`src/rtl/chat_pkg.sv`:
```
// Shared constants for the chat terminal: display-state encoding (LEDR[4:3]), user ids, key codes, passwords.
// No logic or latency here; no flow control.
package chat_pkg;

  localparam logic [1:0] ST_LOGIN     = 2'b00;
  localparam logic [1:0] ST_PASSWORD  = 2'b01;
  localparam logic [1:0] ST_SENDING   = 2'b10;
  localparam logic [1:0] ST_RECEIVING = 2'b11;

  localparam logic [1:0] USER_NONE  = 2'd0;
  localparam logic [1:0] USER_BILLY = 2'd1;
  localparam logic [1:0] USER_BOB   = 2'd2;

  localparam logic [7:0] ASCII_BS    = 8'h08;
  localparam logic [7:0] ASCII_ENTER = 8'h0D;
  localparam logic [7:0] ASCII_0     = 8'h30;
  localparam logic [7:0] ASCII_1     = 8'h31;
  localparam logic [7:0] ASCII_2     = 8'h32;

  localparam int PASS_LEN_DEF = 4;

  // First typed character sits in the most significant byte.
  localparam logic [8*PASS_LEN_DEF-1:0] PASS_BILLY = "0420";
  localparam logic [8*PASS_LEN_DEF-1:0] PASS_BOB   = "1337";

  function automatic logic is_printable(input logic [7:0] c);
    return (c >= 8'h20) && (c <= 8'h7E);
  endfunction

endpackage

```
`src/rtl/pass_entry_buffer.sv`:
```
// Password entry storage: PASS_LEN chars, write index, overflow flag, match against the selected password.
// Updates one cycle after push/pop/clear, match is combinational from state; no backpressure, every command is taken.
module pass_entry_buffer
  import chat_pkg::*;
#(
  parameter int PASS_LEN = PASS_LEN_DEF
) (
  input  logic                  clock,
  input  logic                  reset,
  input  logic                  clear,
  input  logic                  push,
  input  logic                  pop,
  input  logic [7:0]            push_char,
  input  logic [8*PASS_LEN-1:0] password,
  output logic                  match
);

  localparam int IW = $clog2(PASS_LEN + 1);

  logic [7:0]    buf_q [PASS_LEN];
  logic [IW-1:0] idx_q;
  logic          ovf_q;
  logic          chars_eq;

  always_ff @(posedge clock or posedge reset) begin
    if (reset) begin
      idx_q <= '0;
      ovf_q <= 1'b0;
      for (int i = 0; i < PASS_LEN; i++) buf_q[i] <= 8'h00;
    end else if (clear) begin
      idx_q <= '0;
      ovf_q <= 1'b0;
      for (int i = 0; i < PASS_LEN; i++) buf_q[i] <= 8'h00;
    end else if (push) begin
      if (idx_q == IW'(PASS_LEN)) begin
        ovf_q <= 1'b1;
      end else begin
        for (int i = 0; i < PASS_LEN; i++)
          if (idx_q == IW'(i)) buf_q[i] <= push_char;
        idx_q <= idx_q + IW'(1);
      end
    end else if (pop) begin
      // A backspace after overflow only discards the excess keys; stored chars stay.
      if (ovf_q)
        ovf_q <= 1'b0;
      else if (idx_q != '0)
        idx_q <= idx_q - IW'(1);
    end
  end

  always_comb begin
    chars_eq = 1'b1;
    for (int i = 0; i < PASS_LEN; i++)
      if (buf_q[i] != password[8*(PASS_LEN-1-i) +: 8]) chars_eq = 1'b0;
  end

  assign match = chars_eq && !ovf_q && (idx_q == IW'(PASS_LEN));

endmodule

```
`src/rtl/chat_session_ctrl.sv`:
```
// Chat session controller: login/password/send/receive state, idle logout, chime and send handshake.
// Registered outputs one cycle after the key/event (lcd_echo_en is combinational); no backpressure, pulses always taken.
module chat_session_ctrl
  import chat_pkg::*;
#(
  parameter int          PASS_LEN     = PASS_LEN_DEF,
  parameter logic [31:0] IDLE_TIMEOUT = 32'd1_500_000_000,
  parameter logic [31:0] CHIME_CYCLES = 32'd25_000_000
) (
  input  logic       clock,
  input  logic       reset,
  input  logic       key_valid,
  input  logic [7:0] key_ascii,
  input  logic       logout,
  input  logic       link_received,
  input  logic       link_done,
  output logic [1:0] display_state,
  output logic [1:0] user_id,
  output logic       send_req,
  output logic       lcd_refresh,
  output logic       lcd_echo_en,
  output logic       auth_fail,
  output logic       chime
);

  localparam logic [8*PASS_LEN-1:0] PW_BILLY = (8*PASS_LEN)'(PASS_BILLY);
  localparam logic [8*PASS_LEN-1:0] PW_BOB   = (8*PASS_LEN)'(PASS_BOB);

  logic [31:0] idle_cnt;
  logic [31:0] chime_cnt;
  logic [1:0]  state_nxt;
  logic [1:0]  user_nxt;
  logic        send_nxt;
  logic        fail_nxt;
  logic        is_enter;
  logic        is_bs;
  logic        timeout;
  logic        force_out;
  logic        key_act;
  logic        buf_push;
  logic        buf_pop;
  logic        buf_clear;
  logic        pw_match;
  logic [8*PASS_LEN-1:0] pw_sel;

  assign is_enter  = (key_ascii == ASCII_ENTER);
  assign is_bs     = (key_ascii == ASCII_BS);
  assign timeout   = (display_state != ST_LOGIN) && (idle_cnt == IDLE_TIMEOUT - 32'd1);
  assign force_out = logout || timeout;
  // Keys lose to any link event landing in the same cycle.
  assign key_act   = key_valid && !force_out && !link_received && !link_done;
  assign pw_sel    = (user_id == USER_BOB) ? PW_BOB : PW_BILLY;

  assign lcd_echo_en = key_valid && !is_enter && !is_bs &&
                       ((display_state == ST_PASSWORD) || (display_state == ST_SENDING));

  always_comb begin
    state_nxt = display_state;
    user_nxt  = user_id;
    send_nxt  = send_req;
    fail_nxt  = 1'b0;
    buf_push  = 1'b0;
    buf_pop   = 1'b0;
    if (force_out) begin
      state_nxt = ST_LOGIN;
      user_nxt  = USER_NONE;
      send_nxt  = 1'b0;
    end else begin
      if (link_done) send_nxt = 1'b0;
      if (link_received && display_state == ST_SENDING) state_nxt = ST_RECEIVING;
      if (key_act) begin
        case (display_state)
          ST_LOGIN: begin
            if (key_ascii == ASCII_1) begin
              user_nxt  = USER_BILLY;
              state_nxt = ST_PASSWORD;
            end else if (key_ascii == ASCII_2) begin
              user_nxt  = USER_BOB;
              state_nxt = ST_PASSWORD;
            end
          end
          ST_PASSWORD: begin
            if (is_enter) begin
              if (pw_match) state_nxt = ST_SENDING;
              else          fail_nxt  = 1'b1;
            end else if (is_bs) begin
              buf_pop = 1'b1;
            end else if (is_printable(key_ascii)) begin
              buf_push = 1'b1;
            end
          end
          ST_SENDING: begin
            if (is_enter && !send_req) send_nxt = 1'b1;
          end
          default: begin
            if (is_enter) state_nxt = ST_SENDING;
          end
        endcase
      end
    end
  end

  assign buf_clear = fail_nxt || (display_state == ST_PASSWORD && state_nxt != ST_PASSWORD);

  pass_entry_buffer #(.PASS_LEN(PASS_LEN)) u_pass_buf (
    .clock     (clock),
    .reset     (reset),
    .clear     (buf_clear),
    .push      (buf_push),
    .pop       (buf_pop),
    .push_char (key_ascii),
    .password  (pw_sel),
    .match     (pw_match)
  );

  always_ff @(posedge clock or posedge reset) begin
    if (reset) begin
      display_state <= ST_LOGIN;
      user_id       <= USER_NONE;
      send_req      <= 1'b0;
      lcd_refresh   <= 1'b0;
      auth_fail     <= 1'b0;
      idle_cnt      <= '0;
      chime_cnt     <= '0;
    end else begin
      display_state <= state_nxt;
      user_id       <= user_nxt;
      send_req      <= send_nxt;
      lcd_refresh   <= (state_nxt != display_state) || fail_nxt;
      auth_fail     <= fail_nxt;

      if (state_nxt != display_state || key_valid)
        idle_cnt <= '0;
      else if (display_state != ST_LOGIN)
        idle_cnt <= idle_cnt + 32'd1;

      // A logout in the same cycle swallows the arrival; a running chime keeps going.
      if (link_received && !force_out && display_state != ST_LOGIN)
        chime_cnt <= CHIME_CYCLES;
      else if (chime_cnt != '0)
        chime_cnt <= chime_cnt - 32'd1;
    end
  end

  assign chime = (chime_cnt != '0);

endmodule

```
`config.mk`:
```
export PLATFORM = sky130hd
export DESIGN_NAME = chat_session_ctrl
export DESIGN_NICKNAME = d
export VERILOG_FILES = /design/src/rtl/chat_pkg.sv /design/src/rtl/pass_entry_buffer.sv /design/src/rtl/chat_session_ctrl.sv
export SDC_FILE = /design/constraint.sdc
export NUM_CORES = 1
export LEC_CHECK = 0
export BUFFER_PORTS_ARGS = -buffer_cell sky130_fd_sc_hd__buf_2
export CORE_MARGIN = 2
export CORE_UTILIZATION = 55
export CTS_BUF_LIST = sky130_fd_sc_hd__clkbuf_2
export DETAILED_ROUTE_END_ITERATION = 10
export PLACE_DENSITY_LB_ADDON = 0.2
export SYNTH_ARGS = -nofsm -noshare
export SYNTH_HDL_FRONTEND = slang
export SYNTH_SLANG_ARGS = --single-unit
```
`constraint.sdc`:
```
create_clock -name clock -period 5.91 [get_ports clock]
set_input_delay 0.8865 -clock clock [delete_from_list [all_inputs] [get_ports clock]]
set_output_delay 0.8865 -clock clock [all_outputs]
set_load 0.005 [all_outputs]
```
# --- Yosys cells after proc, flatten, opt, wreduce, memory -nomap -nowiden ---
# Cells that the tools add are included.
word_totals:
  latch_bits: 0
  ram_bits: 0
  romBits: 0
  n_memories: 0
  register_bits: 107
  elab_cells: 153
  out_inout_bits: 9
  input_bits: 14
classes:
  mul: 0
  n_bitwise: 0
  eq_ne: 22
  n_addsub: 4
  mux: 61
  div: 0
  order_cmp: 2
  shift: 0
  n_reduce_logical: 51
ops:
  columns: ["op", "n"]
  rows:
  - ["32-bit 2-to-1 mux", 7]
  - ["32-bit by 1-bit adder with 32-bit output, second input constant", 1]
  - ["32-bit by 31-bit == test with 1-bit output, second input constant", 1]
  - ["8-bit 2-to-1 mux", 4]
  - ["32-bit nonzero test", 1]
  - ["32-bit by 1-bit subtractor with 32-bit output, second input constant", 1]
  - ["1-bit 2-to-1 mux", 29]
  - ["2-bit 2-to-1 mux", 13]
  - ["25-bit 2-to-1 mux", 1]
  - ["8-bit != test", 3]
  - ["2-bit nonzero test", 10]
  - ["3-bit 2-to-1 mux", 6]
  - ["8-bit by 4-bit == test with 1-bit output, second input constant", 2]
  - ["8-bit by 6-bit == test with 1-bit output, second input constant", 2]
  - ["1-bit logical AND", 15]
  - ["3-bit AND reduction", 5]
  - ["3-bit nonzero test", 4]
  - ["8-bit by 6-bit >= comparator with 1-bit output, second input constant", 1]
  - ["8-bit by 7-bit <= comparator with 1-bit output, second input constant", 1]
  - ["8-bit by 6-bit != test with 1-bit output", 1]
  - ["1-bit logical NOT", 7]
  - ["3-bit by 2-bit == test with 1-bit output, second input constant", 2]
  - ["3-bit != test, second input constant", 2]
  - ["2-bit case mux with 3 select lines", 1]
  - ["15 further kinds", 20]

# --- Logic depth before layout (Yosys ltp) ---
# Gate-level depths: netlist of the first run.
logic_depth:
  word_depth: 19
  ltp_mapped: 10
  depth_no_buf: 8

# --- Cells and area by module ---
# A second synthesis of the first run with hierarchy kept.
hier_totals:
  hier_cells: 637
  area_unflattened_um2: 6177.2
modules_own_cells:
  columns: ["mod", "area_each_um2", "cells_each", "seq_area_each_um2", "instances"]
  rows:
  - ["chat_session_ctrl", 4159.0, 433, 1776.7, 1]
  - ["pass_entry_buffer", 2018.2, 204, 900.9, 1]

# --- Least setup slack after synthesis of the first run ---
# OpenSTA, ideal clock, no wires.
synth_path:
  path_type: "input-to-reg"
  startpoint: "in key_ascii[2]"
  endpoint: "reg idle_cnt[10]"
  path_slack_ns: 2.872
  arrival_time_ns: 2.942
  n_path_buf: 2
  t_required_ns: 5.814
  setup_ns: 0.096
  path_stages: 8
  path_cell_list: "buf_6 > or4_4 > nor4_1 > o2111ai_1 > o21ai_1 > mux2_2 > buf_1 > nor4b_2"
synth_between:
  elab_chain_len: 9
  elab_cells_between_ends: 14
  classes_between: "eq/ne (4); mux (8); reduce/logical (2)"
synth_rtl:
  columns: ["element", "line", "rtl"]
  rows:
  - ["start, declared", "chat_session_ctrl.sv:13", "input logic [7:0] key_ascii,"]
  - ["8-bit by 6-bit == test with 1-bit output", "chat_session_ctrl.sv:77", "end else if (key_ascii == ASCII_2) begin"]
  - ["2-bit 2-to-1 mux", "chat_session_ctrl.sv:77", null]
  - ["2-bit 2-to-1 mux", "chat_session_ctrl.sv:74", "if (key_ascii == ASCII_1) begin"]
  - ["2-bit case mux with 3 select lines *", "chat_session_ctrl.sv:72", "case (display_state)"]
  - ["2-bit 2-to-1 mux *", "chat_session_ctrl.sv:71", "if (key_act) begin"]
  - ["2-bit 2-to-1 mux *", "chat_session_ctrl.sv:64", "if (force_out) begin"]
  - ["2-bit != test *", "chat_session_ctrl.sv:132", "if (state_nxt != display_state || key_valid)"]
  - ["1-bit logical OR *", "chat_session_ctrl.sv:132", null]
  - ["32-bit 2-to-1 mux / 2-bit nonzero test (equally long branches)", null, null]
  - ["end signal, assigned", "chat_session_ctrl.sv:135", "idle_cnt <= idle_cnt + 32'd1;"]
  - ["end, declared", "chat_session_ctrl.sv:29", "logic [31:0] idle_cnt;"]
# Every way passes the cells marked *; elsewhere a longest branch is shown, timed or not.
# A chain may end at the register's enable or synchronous reset.

# --- Final worst setup path of the first run ---
layout_path:
  startpoint: "reg chime_cnt[26]"
  endpoint: "out chime"
layout_between:
  elab_chain_len: 1
layout_rtl:
  columns: ["element", "line", "rtl"]
  rows:
  - ["start, declared", "chat_session_ctrl.sv:30", "logic [31:0] chime_cnt;"]
  - ["start signal, assigned", "chat_session_ctrl.sv:141", "chime_cnt <= chime_cnt - 32'd1;"]
  - ["32-bit nonzero test", "chat_session_ctrl.sv:145", "assign chime = (chime_cnt != '0);"]
  - ["end, declared", "chat_session_ctrl.sv:23", "output logic chime"]
# No other way between the ends.

==> results of run 1 <==
==> state kept, by name (all words and copies together), names as in the netlist <==
| name | count |
|---|---|
| display_state | 2 |
| chime_cnt | 32 |
| lcd_refresh | 1 |
| idle_cnt | 32 |
| u_pass_buf.ovf_q | 1 |
| auth_fail | 1 |
| send_req | 1 |
| u_pass_buf.buf_q | 32 |
| u_pass_buf.idx_q | 3 |
| user_id | 2 |
==> report_power, final <==
group | switching (uW) | total [uW] | internal [uW]
registers | 55.9 | 845 | 789
clock network | 240 | 374 | 134
logic | 256 | 379 | 123
==> path summary, 6_finish.rpt <==
check                                    start                   end  slack (ns)
max                              chime_cnt[26]                 chime        2.38
min                                      reset          idle_cnt[18]        0.30
max reg2reg                   display_state[0]           lcd_refresh        2.43
min reg2reg                u_pass_buf.buf_q[7]   u_pass_buf.buf_q[7]        0.53
max in group asynchronous                reset  u_pass_buf.buf_q[22]        4.42
min in group clock         u_pass_buf.buf_q[7]   u_pass_buf.buf_q[7]        0.53
==> area by class of cell <==
type | count | area, sq um | area share (%)
Multi-Input combinational cell | 508 | 3892 | 54.49
Sequential cell | 107 | 2678 | 37.48
Tap cell | 168 | 210.2 | 2.943
Timing Repair Buffer | 29 | 162.7 | 2.277
Clock inverter | 6 | 81.33 | 1.139
Inverter | 19 | 73.82 | 1.033
Clock buffer | 9 | 45.04 | 0.6306
==> per-layer routing <==
| metal | up-vias | GRT usage, % |
|---|---|---|
| met3 | 17 | 6.067 |
| met4 | 0 | 5.159 |
| met2 | 91 | 38.05 |
| met5 | - | 0 |
| li1 | 2464 | - |
| met1 | 2543 | 31.96 |
==> metrics by stage <==
step                      instance area (sq um)  cells
after global routing                       7143    846
after detailed placement                   7017    831
final                                      7143    846
after CTS                                  7143    846
after global placement                     7017    831
after floorplan                            6853    672
==> cell families (layout without fill, tap and decap cells) <==
family,Yosys count,in the layout,share of synthesized area [%]
AO/OA/AOI/OAI,53,53,6.555
XOR/XNOR,58,58,7.413
adder cells (fa/ha/maj),12,12,2.191
buffers and inverters,57,63,4.327
flip-flops,107,107,39.07
multiplexers,31,31,4.565
AND/OR/NAND/NOR,354,354,35.88
==> layout by cell type, fill, tap and decap left out, types with 11 or more instances in the layout <==
cell and count:
nor4_1 11, nand4_1 21, nor3_1 19, xor2_1 27, ha_1 12, nand2_1 35, mux2i_1 29, nor4b_2 28
inv_1 17, nor3_2 33, buf_2 22, nand3_1 28, dfrtp_1 107, nor2_1 74, xnor2_1 31
==> worst max-delay path: stages (launching register included) <==
cell     delay (ns)
dfrtp_1        0.48
or4_1          0.61
nor4_1         0.55
nand4_1        0.23
buf_2          0.18
==> results.yml, run 1 <==
logic_synthesis:
  ys_top_cells_by_area: "dfrtp_1, nor4b_2, nor3_2, mux2i_1, nor2_1"
  synth_area_sq_um: 6853
  ys_warn_count: 0
  synth-edff-count: 0
  synthDominantCellAreaShare_pct: 39.07
  synth_commonest_cells: "dfrtp_1, nor2_1, nand2_1"
  ys.flop_type: "dfrtp_1"
  yosysMostFrequentCell: "dfrtp_1"
  async_flop_share_pct: 100.0
  syn_inst: 672
  ys_ff_latch: 107
  ys_seq_area_share_pct: 39.07
  syn-num-nets: 698
  yosys.area.top_type: "dfrtp_1"
  synth_cell_types: 62
  synth_area_per_cell_sq_um: 10.20
detailed_routing:
  drc: 0
  wl_met1_mm: 6.740
  wl_met2_mm: 7.135
  drt_iter0_drc: 317
  ant_nets: 0
  wl_per_cell_um: 17.50
  drt_wl_total_mm: 14.80
  vias: 5115
  dr_wl_met3_um: 745
  vias_per_cell: 6.046
  firstDrtPassIters: 4
  routed.top_layer: "met4"
timing:
  min_period_over_period_pct: 59.74
  final-hold-violation-count: 0
  fin_setup_tns_ns: 0
  worst_pin_slew_ns: 1.119
  drv_slew: 0
  max_slew_margin_pct: 25.30
  worst_slack_ns: 2.379
  fin_skew_ns: 0.02264
  rsz0062_at_grt: "false"
  max_clock_freq_mhz: 283.2
  fin_crit_ns: 3.531
  finalSetupViolations: 0
  whs_ns: 0.3049
cts:
  clock_latency_ns: 0.61
  clk_pin_slew_ns: 0.27
  cts_setup_buffers: 0
  clkSinkCount: 107
  numCtsBuffers: 9
  cts_root_buf: "clkbuf_2"
  cts_resized: 0
  htreeDepth: 3
  tritoncts: "built"
  clockBufferDepth: 2
  hold_buffers: 0
place:
  place_ws_ns: 2.120
  port_buffers: 22
  hpwl_mm: 10.16
  gp_congestion: 0.9004
power_and_ir_drop:
  total_leakage_power_uw: 0.002960
  vdd_ir_drop_max_mv: 0.1905
  power.total_uw: 1599
  p_per_area_nw_per_um2: 223.8
outcome:
  status: "finished, final reports clean"
die:
  die_x_um: 115.6
  rows: 40
  io_pins: 23
  coreArea_sq_um: 12110
  initial_utilization_pct: 56.58
  dieHeight_um: 115.6
  die_area_sq_um: 13370
grt:
  grt_overflow: 0
  grt_max_degree: 59
  grt_antenna_before_repair: 0
  grt_pass1_vias: 5028
  grt.total_usage_pct: 23.45
  grt_pass1_wl_mm: 24.85
final_layout:
  nets: 700
  fillers: 1089
  synthToLayoutAreaGrowth_pct: 4.236
  antenna_cells: 0
  drive_gt1_share_pct: 19.17
  fin_util_pct: 58.98
setup_path:
  path_class: "flip-flop to output port"
  r2r.worst_path.cells: 8
  cp_data_arrival_time_ns: 2.64
  start_kind: "flip-flop"
  setup.worst_path.end_class: "output port"
  cp.required_ns: 5.02
  crit_fanout: 5
worst_hold_path:
  min_path_type: "input port to async pin"
job:
  drv_cap: 0
Power figures use the tool's default switching activity.
==> inputs of run 2 (changes only) <==
Clock period 5.91 ns to 3.2 ns, I/O delays scaled along.
==> results.yml, run 2 (synthesized netlist as in run 1, its figures left out) <==
setup_path:
  cp.required_ns: 3.78
  reg2reg_from: "u_pass_buf.idx_q[1]"
  cp_data_arrival_time_ns: 3.56
  setup.worst_path.end_class: "flip-flop"
  critPathLaunch: "u_pass_buf.idx_q[1]"
  regToRegEndpoint: "idle_cnt[12]"
  rrSetupSlack_ns: 0.21
  r2r.worst_path.cells: 9
  crit_fanout: 18
  path_class: "flip-flop to flip-flop"
  start_kind: "flip-flop"
die:
  initial_utilization_pct: 56.58
  die_area_sq_um: 13370
  coreArea_sq_um: 12110
  rows: 40
  io_pins: 23
  dieHeight_um: 115.6
  die_x_um: 115.6
cts:
  clkSinkCount: 107
  clock_latency_ns: 0.64
  tritoncts: "built"
  htreeDepth: 3
  cts_root_buf: "clkbuf_2"
  clk_pin_slew_ns: 0.30
  clockBufferDepth: 2
  numCtsBuffers: 9
final_layout:
  top_regs: "chime_cnt x32, idle_cnt x32, u_pass_buf.buf_q x32"
  drive_gt1_share_pct: 21.86
  fin_util_pct: 60.85
  nets: 721
  stdcell_area_sq_um: 7370
  antenna_cells: 0
  synthToLayoutAreaGrowth_pct: 7.541
  final_common_cell: "dfrtp_1"
  layout.cells.most_common_list: "dfrtp_1, nor2_1, nand2_1, nor3_2, xnor2_1"
  final_cells: 868
power_and_ir_drop:
  switching_share_pct: 36.60
  p_per_area_nw_per_um2: 399.0
  p_seq_share_pct: 52.9
  vdd_ir_drop_max_mv: 0.3159
  clkPwrFrac_pct: 20.1
  total_leakage_power_uw: 0.003072
  switchingPower_uw: 1076
  comb_power_share_pct: 27.1
  power.total_uw: 2941
  p_int_uw: 1864
place:
  placed_cell_area_sq_um: 7208
  place_inst: 848
  gp_congestion: 0.8725
  hpwl_mm: 10.69
  port_buffers: 22
detailed_routing:
  vias: 5244
  drt_iter0_drc: 382
  firstDrtPassIters: 5
  drt_wl_total_mm: 15.48
  vias_per_cell: 6.041
  ant_nets: 0
  wl_per_cell_um: 17.83
  drc: 0
timing:
  drv_slew: 0
  max_slew_margin_pct: 24.74
  max_clock_freq_mhz: 334.7
  rsz0062_at_grt: "false"
  fin_crit_ns: 2.988
  worst_pin_slew_ns: 1.128
  fin_setup_tns_ns: 0
  finalSetupViolations: 0
  min_period_over_period_pct: 93.38
  fin_skew_ns: 0.03311
  final-hold-violation-count: 0
job:
  drv_cap: 0
outcome:
  status: "finished, final reports clean"
grt:
  grt_max_degree: 51
  grt.total_usage_pct: 24.88
  grt_pass1_wl_mm: 26.35
  grt_overflow: 0
  grt_antenna_before_repair: 0
  grt_pass1_vias: 5324
worst_hold_path:
  min_path_type: "input port to flip-flop"
  hold_end: "send_req"
  worstHoldStart: "link_done"
  min_path_cells: 4
==> run 2: cell count changes in the layout (fill, tap and decap cells not counted), sizes merged <==
cell	delta
clkinvlp	+1
dlygate4sd3	+1
buf	+20
bufinv	-2
inv	+2
==> run 2: through the flow <==
stage / setup WS [ns] / hold WS, ns
2_1_floorplan: 0.3971 / 0.4743
3_3_place_gp: 0.2166 / 0.4945
3_5_place_dp: 0.09580 / 0.4948
4_1_cts: 0.07652 / 0.1199
5_1_grt: 0.04239 / 0.1222
6_report: 0.2120 / 0.1726
==> run 2: worst max path at each step <==
| stage | cells after the start | end |
|---|---|---|
| 2_1_floorplan | 9 | idle_cnt[10] |
| 3_5_place_dp | 9 | idle_cnt[12] |
| 4_1_cts | 9 | idle_cnt[7] |
| 6_report | 9 | idle_cnt[12] |
| 3_3_place_gp | 9 | idle_cnt[13] |
| 5_1_grt | 4 | chime |
==> run 2: timing repair <==
item | in CTS | in global routing
setup endpoints to repair | 1 | 18
hold buffers | 1 | 0
setup buffers | 0 | 3
pin swaps | 0 | 1
hold endpoints to repair | 25 | 0
resized for setup | 1 | 3
==> run 2: power by group through the flow <==
stage | logic [uW] | registers (uW) | clock network (uW)
detailed placement | 771 | 1570 | 0
global route | 887 | 1570 | 667
CTS | 780 | 1550 | 612
global placement | 744 | 1570 | 0
floorplan | 580 | 1560 | 0
finish | 797 | 1550 | 590
==> run 2: routing by layer <==
| metal | up-vias | track usage [%] | part of all wire (%) |
|---|---|---|---|
| met5 | - | 0 | 0 |
| met4 | 0 | 6.746 | 1.3 |
| met3 | 15 | 6.015 | 4.6 |
| met2 | 105 | 41.13 | 49 |
| met1 | 2611 | 32.93 | 45 |
| li1 | 2513 | - | - |
==> run 2: critical path, cell delays in order (launching register included) <==
cell and delay (ns):
dfrtp_1 0.50, inv_1 0.16, ha_1 0.22, nor4bb_1 0.22
nand4_1 0.26, a2111oi_2 0.51, o21ai_1 0.15, mux2_4 0.45
buf_12 0.21, nor4b_2 0.24
==> run 2: layout make-up <==
type                    instances  area (sq um)
fillers                      1053          4742
multi-input cells             508          3911
flip-flops and latches        107          2679
repair buffers                 50         397.9
well taps                     168         210.2
inverters                      19         75.07
clock inverters                 7         51.30
clock buffers                   9         45.04
